===== src/rtl/dtree_pkg.sv =====
// Shared definitions for the decision-tree channel scheduler: FSM encoding and default sizes.
package dtree_pkg;

  localparam int DEF_CHANNELS = 4;
  localparam int DEF_FEATURES = 3;
  localparam int DEF_IN_WIDTH = 10;

  typedef enum logic [1:0] {
    ST_IDLE = 2'd0,
    ST_FEED = 2'd1,
    ST_WAIT = 2'd2,
    ST_HOLD = 2'd3
  } state_t;

endpackage


===== src/rtl/dtree_channel_scheduler_rr_arbiter.sv =====
// Round-robin grant: the first requester after last_grant wins, wrapping from N-1 to 0.
// Purely combinational, zero latency; no backpressure (the caller decides when a grant is consumed).
module rr_arbiter
  import dtree_pkg::*;
#(
  parameter int N = DEF_CHANNELS
) (
  input  logic [N-1:0]         req,
  input  logic [$clog2(N)-1:0] last_grant,
  output logic [N-1:0]         grant
);

  localparam int IW = $clog2(N);

  logic [IW-1:0] idx;
  logic          found;

  always_comb begin
    grant = '0;
    found = 1'b0;
    idx   = '0;
    for (int i = 1; i <= N; i++) begin
      idx = IW'((int'(last_grant) + i) % N);
      if (!found && req[idx]) begin
        grant[idx] = 1'b1;
        found      = 1'b1;
      end
    end
  end

endmodule


===== src/rtl/dtree_channel_scheduler.sv =====
// Shares one tree datapath among CHANNELS requesters; accept-to-result is FEATURES+1 cycles minimum.
// One request in flight: req_ready is only offered in IDLE, and the result is held until res_ready.
module dtree_channel_scheduler
  import dtree_pkg::*;
#(
  parameter int CHANNELS = DEF_CHANNELS,
  parameter int FEATURES = DEF_FEATURES,
  parameter int IN_WIDTH = DEF_IN_WIDTH,
  parameter int TIMEOUT  = 16
) (
  input  logic                                 clk,
  input  logic                                 reset,
  input  logic [CHANNELS-1:0]                  req_valid,
  output logic [CHANNELS-1:0]                  req_ready,
  input  logic [CHANNELS*FEATURES*IN_WIDTH-1:0] req_features,
  output logic [IN_WIDTH-1:0]                  dt_sample,
  output logic                                 dt_run,
  input  logic [$clog2(FEATURES)-1:0]          dt_level,
  input  logic [$clog2(FEATURES)-1:0]          dt_path,
  input  logic                                 dt_out_valid,
  output logic                                 res_valid,
  input  logic                                 res_ready,
  output logic [$clog2(CHANNELS)-1:0]          res_channel,
  output logic [$clog2(FEATURES)-1:0]          res_level,
  output logic [$clog2(FEATURES)-1:0]          res_path,
  output logic                                 res_timeout,
  output logic                                 busy
);

  localparam int CW = $clog2(CHANNELS);
  localparam int LW = $clog2(FEATURES);
  localparam int TW = (TIMEOUT > 1) ? $clog2(TIMEOUT) : 1;
  localparam int VW = FEATURES * IN_WIDTH;

  localparam logic [LW-1:0] FEAT_LAST = LW'(FEATURES - 1);
  localparam logic [TW-1:0] WAIT_LAST = TW'(TIMEOUT - 1);

  state_t          state;
  logic [CW-1:0]   last_grant;
  logic [CHANNELS-1:0] grant;
  logic [CW-1:0]   grant_idx;
  logic [VW-1:0]   grant_feats;
  logic [VW-1:0]   feat_q;
  logic [LW-1:0]   feat_idx;
  logic [TW-1:0]   wait_cnt;
  logic            accept;

  rr_arbiter #(.N(CHANNELS)) u_arb (
    .req        (req_valid),
    .last_grant (last_grant),
    .grant      (grant)
  );

  assign req_ready = (state == ST_IDLE) ? grant : '0;
  assign accept    = |(req_valid & req_ready);
  assign busy      = (state != ST_IDLE);

  always_comb begin
    grant_idx   = '0;
    grant_feats = '0;
    for (int c = 0; c < CHANNELS; c++) begin
      if (grant[c]) begin
        grant_idx   = CW'(c);
        grant_feats = req_features[c*VW +: VW];
      end
    end
  end

  // feat_q holds the features not yet driven, lowest feature in the low bits.
  always_ff @(posedge clk or posedge reset) begin
    if (reset) begin
      state       <= ST_IDLE;
      last_grant  <= CW'(CHANNELS - 1);
      feat_q      <= '0;
      feat_idx    <= '0;
      wait_cnt    <= '0;
      dt_sample   <= '0;
      dt_run      <= 1'b0;
      res_valid   <= 1'b0;
      res_channel <= '0;
      res_level   <= '0;
      res_path    <= '0;
      res_timeout <= 1'b0;
    end else begin
      case (state)
        ST_IDLE: begin
          if (accept) begin
            state       <= ST_FEED;
            res_channel <= grant_idx;
            dt_sample   <= grant_feats[IN_WIDTH-1:0];
            feat_q      <= grant_feats >> IN_WIDTH;
            feat_idx    <= '0;
            dt_run      <= 1'b1;
          end
        end
        ST_FEED: begin
          if (dt_out_valid) begin
            state       <= ST_HOLD;
            dt_run      <= 1'b0;
            res_valid   <= 1'b1;
            res_level   <= dt_level;
            res_path    <= dt_path;
            res_timeout <= 1'b0;
          end else if (feat_idx == FEAT_LAST) begin
            state    <= ST_WAIT;
            dt_run   <= 1'b0;
            wait_cnt <= '0;
          end else begin
            feat_idx  <= feat_idx + 1'b1;
            dt_sample <= feat_q[IN_WIDTH-1:0];
            feat_q    <= feat_q >> IN_WIDTH;
          end
        end
        ST_WAIT: begin
          if (dt_out_valid) begin
            state       <= ST_HOLD;
            res_valid   <= 1'b1;
            res_level   <= dt_level;
            res_path    <= dt_path;
            res_timeout <= 1'b0;
          end else if (wait_cnt == WAIT_LAST) begin
            state       <= ST_HOLD;
            res_valid   <= 1'b1;
            res_level   <= '0;
            res_path    <= '0;
            res_timeout <= 1'b1;
          end else begin
            wait_cnt <= wait_cnt + 1'b1;
          end
        end
        ST_HOLD: begin
          if (res_ready) begin
            state      <= ST_IDLE;
            res_valid  <= 1'b0;
            last_grant <= res_channel;
          end
        end
        default: state <= ST_IDLE;
      endcase
    end
  end

endmodule


===== config.mk =====
export PLATFORM = sky130hd
export DESIGN_NAME = dtree_channel_scheduler
export DESIGN_NICKNAME = d
export VERILOG_FILES = /design/src/rtl/dtree_pkg.sv /design/src/rtl/dtree_channel_scheduler_rr_arbiter.sv /design/src/rtl/dtree_channel_scheduler.sv
export SDC_FILE = /design/constraint.sdc
export NUM_CORES = 1
export LEC_CHECK = 0
export CORE_ASPECT_RATIO = 1.4
export CORE_UTILIZATION = 38
export CTS_CLUSTER_SIZE = 24
export DETAILED_ROUTE_END_ITERATION = 7
export PLACE_DENSITY = 0.77
export SYNTH_ARGS = -nofsm -noshare
export SYNTH_HDL_FRONTEND = slang
export SYNTH_SLANG_ARGS = --single-unit

===== constraint.sdc =====
create_clock -name clk -period 3.85 [get_ports clk]
set_input_delay 0.77 -clock clk [delete_from_list [all_inputs] [get_ports clk]]
set_output_delay 0.77 -clock clk [all_outputs]
set_load 0.01 [all_outputs]

==> summary.txt <==
mapped cell area -> 3810 um2
Vias/cell -> 5.42
slowest stage delay, CP -> 0.60 ns
gr ovfl total -> 0
Initial DRC Count -> 121
Layout Skew -> 0.00862 ns
Mapped Cells -> 442
drt total wl -> 12200 um
CTS H-Tree Depth -> 2
Setup crit end kind -> output port
share of layout cells above drive strength 1 -> 0.142
Post-Layout Cell Count -> 739
placer congestion estimate -> 0.868
Die Ht -> 120 um
clk_lat worst skew -> 0.29 ns
hold crit path type -> flop to flop
Syn Nets -> 588
Die Width -> 86.6 um
launch point of the worst reg-to-reg path -> last_grant[1]$_DFFE_PP1P_
Syn Area/Cell -> 8.62 um2
crit start category -> flop
Ant. Diodes -> 0
r2r endpoint -> dt_sample[1]$_DFFE_PP0P_
drt first pass iters -> 4
Peak Freq -> 271 MHz
root buf cell -> clkbuf_16
minimum clock period after layout -> 3.69 ns
clock network power share -> 0.080
WHS Endpoint -> feat_q[18]$_DFFE_PP0P_
# placed instances -> 730
kind of critical path -> flop to output port
top_reg_cell synth -> dfrtp_1
Worst Path Buf+Inv -> 3
Cell Int Power -> 2970 uW
CORE AREA -> 9620 um2
Final Slew Violations -> 0
Synth cell types -> 51
asr flop ratio synth -> 1.00
vias in the first global route -> 4189
Switching Fraction -> 0.481
critical-path cell list -> inv_1 > ha_2 > mux4_2 > buf_4 > a31oi_1 > a21o_1 > nor2_1 > clkdlybuf4s50_1
DRC -> 0
critical path's top delay family -> buffers and inverters
TritonCTS clock tree -> done
hold wc startpoint -> feat_q[18]$_DFFE_PP0P_
top fanout value on the critical path -> 8
Worst EP required -> 3.08 ns
GRT Util Overall -> 0.238
DP Area -> 5690 um2
DIE AREA -> 10400 um2
pwr dens -> 971 nW/um2
worst r2r path cells -> 12
deepest clock path buffer count -> 2
CP max stage cell -> dfstp_2
CP arrival -> 2.92 ns
status -> finished, final reports clean
Area growth, synth to finish -> 54.5%
register clock-pin slew on the reported worst setup and hold paths -> 0.08 ns
largest net degree at the start of global routing -> 50
row cnt -> 42
Comb power frac -> 0.757
DP HPWL -> 9570 um
setup violators final -> 0
Sequential Power Share -> 0.163
hold depth -> 2
port bufs -> 155
clock buffer count from CTS -> 5
via count -> 4008
Fin Hold WS -> 0.489 ns
nets -> 752
register bit total from synthesis -> 49
final setup TNS -> 0 ns
Leakage -> 0.00236 uW
IO Pins -> 156
Rel. slew slack -> 0.294
Synth warnings -> 0
worst-margin pin slew -> 1.06 ns
Initial Utilization -> 0.396
Max Cap Viol -> 0
r2r setup slk -> 0.54 ns
initial antenna violation count -> 0
number of synthesized flops with an enable pin -> 0
Seq/Total Area, Yosys -> 0.322
P_sw -> 2750 uW
maximum vdd drop -> 614 uV
count of antenna-violating nets left after detailed routing -> 0
drt wl/cell -> 16.5 um
Design Power -> 5710 uW
Hold Vio Cnt, Final -> 0
Sink Count -> 49
first-pass GRT wire length -> 19600 um
period utilization -> 0.960
cell area after layout -> 5890 um2
CP Launch Point -> last_grant[1]$_DFFE_PP1P_
state kept, by name, summed over array words and instances (netlist names):
| register | count |
|---|---|
| feat_q | 20 |
| dt_sample | 10 |
| wait_cnt | 4 |
| feat_idx | 2 |
| last_grant | 2 |
| res_channel | 2 |
| res_level | 2 |
| res_path | 2 |
| state | 2 |
| dt_run | 1 |
| res_timeout | 1 |
| res_valid | 1 |
per-stage QoR:
step / worst slack, ns / util
global placement: 0.0179 / 0.592
floorplan: 0.494 / -
global route: -0.00312 / 0.612
finish: 0.156 / 0.612
detailed placement: 0.0169 / 0.592
CTS: 0.00767 / 0.609
final cells by class:
class / count / area, um2
fillers: 875 / 3730
multi-input cells: 331 / 2380
repair buffers: 184 / 1830
flip-flops and latches: 49 / 1230
well taps: 132 / 165
inverters: 35 / 131
clock buffers: 5 / 125
clock inverters: 3 / 26.3
worst min-delay path, stage by stage (launching register included):
cell and delay (ns):
dfrtp_1 0.35, nand2_1 0.05, o21ai_1 0.06
routing by layer:
| metal | GRT usage | wire length, um | vias to the layer above |
|---|---|---|---|
| met5 | 0 | 0 | - |
| met4 | 0.0646 | 221 | 0 |
| met3 | 0.0348 | 559 | 16 |
| met2 | 0.449 | 6500 | 130 |
| met1 | 0.274 | 4890 | 1920 |
| li1 | - | - | 1942 |
cell families (layout without fill, tap and decap cells):
family / count (synthesis) / after routing / share of synthesized area
flops: 49 / 49 / 0.322
mux: 13 / 13 / 0.0483
simple gates: 181 / 181 / 0.225
compound gates: 123 / 123 / 0.293
fa+ha+maj: 14 / 14 / 0.0460
buf+inv: 62 / 227 / 0.0660
synth_stat cells, drive strengths merged, types with 14 or more instances:
master | number | area share
nand2 | 44 | 0.043
dfrtp | 47 | 0.31
buf | 18 | 0.023
ha | 14 | 0.046
inv | 34 | 0.033
a221oi | 22 | 0.057
or3 | 19 | 0.031
nor2 | 75 | 0.074
nand3b | 19 | 0.037
o21ai | 25 | 0.034
a41oi | 23 | 0.094
a21oi | 16 | 0.027
cell usage in the layout, fill, tap and decap left out, types with 3 or more instances in the layout:
master	netlist	routed
mux2i_1	6	6
a21o_1	3	3
nand3_1	4	4
ha_1	14	12
buf_12	0	4
inv_1	34	33
nor2_1	75	75
buf_4	0	25
nand3b_1	19	19
mux4_2	4	4
a41oi_2	21	20
a21oi_1	12	9
a221oi_1	20	20
or3_1	19	19
clkdlybuf4s50_1	0	151
o21ai_0	9	9
dlymetal6s2s_1	0	4
clkbuf_16	0	5
nand2_1	44	44
dfrtp_1	47	47
a22oi_1	9	9
o221ai_1	9	9
o211ai_1	3	3
mux2_2	3	3
nor2b_1	8	8
a21oi_2	3	5
o21ai_1	15	15
repair_timing:
action | in CTS | in global routing
hold endpoints to repair | 0 | 0
setup buffers | 1 | 0
setup endpoints to repair | 1 | 4
hold buffers | 0 | 0
gates cloned | 0 | 0
resized for setup | 0 | 10
pin swaps | 0 | 0
worst max path at each step:
stage                   end  slack (ns)  cells past startpoint
2_1_floorplan  req_ready[2]        0.49                      9
3_3_place_gp   req_ready[3]        0.02                      7
3_5_place_dp   req_ready[3]        0.02                      7
4_1_cts        req_ready[3]       0.008                      7
5_1_grt        req_ready[0]      -0.003                      9
6_report       req_ready[2]        0.16                      8
power groups by stage:
stage / clock network (uW) / registers (uW) / logic (uW)
final: 459 / 930 / 4330
after global routing: 489 / 960 / 4760
after CTS: 470 / 930 / 4340
after detailed placement: 0 / 938 / 4310
after global placement: 0 / 926 / 4220
after floorplan: 0 / 939 / 2790
Power figures use the tool's default switching activity.
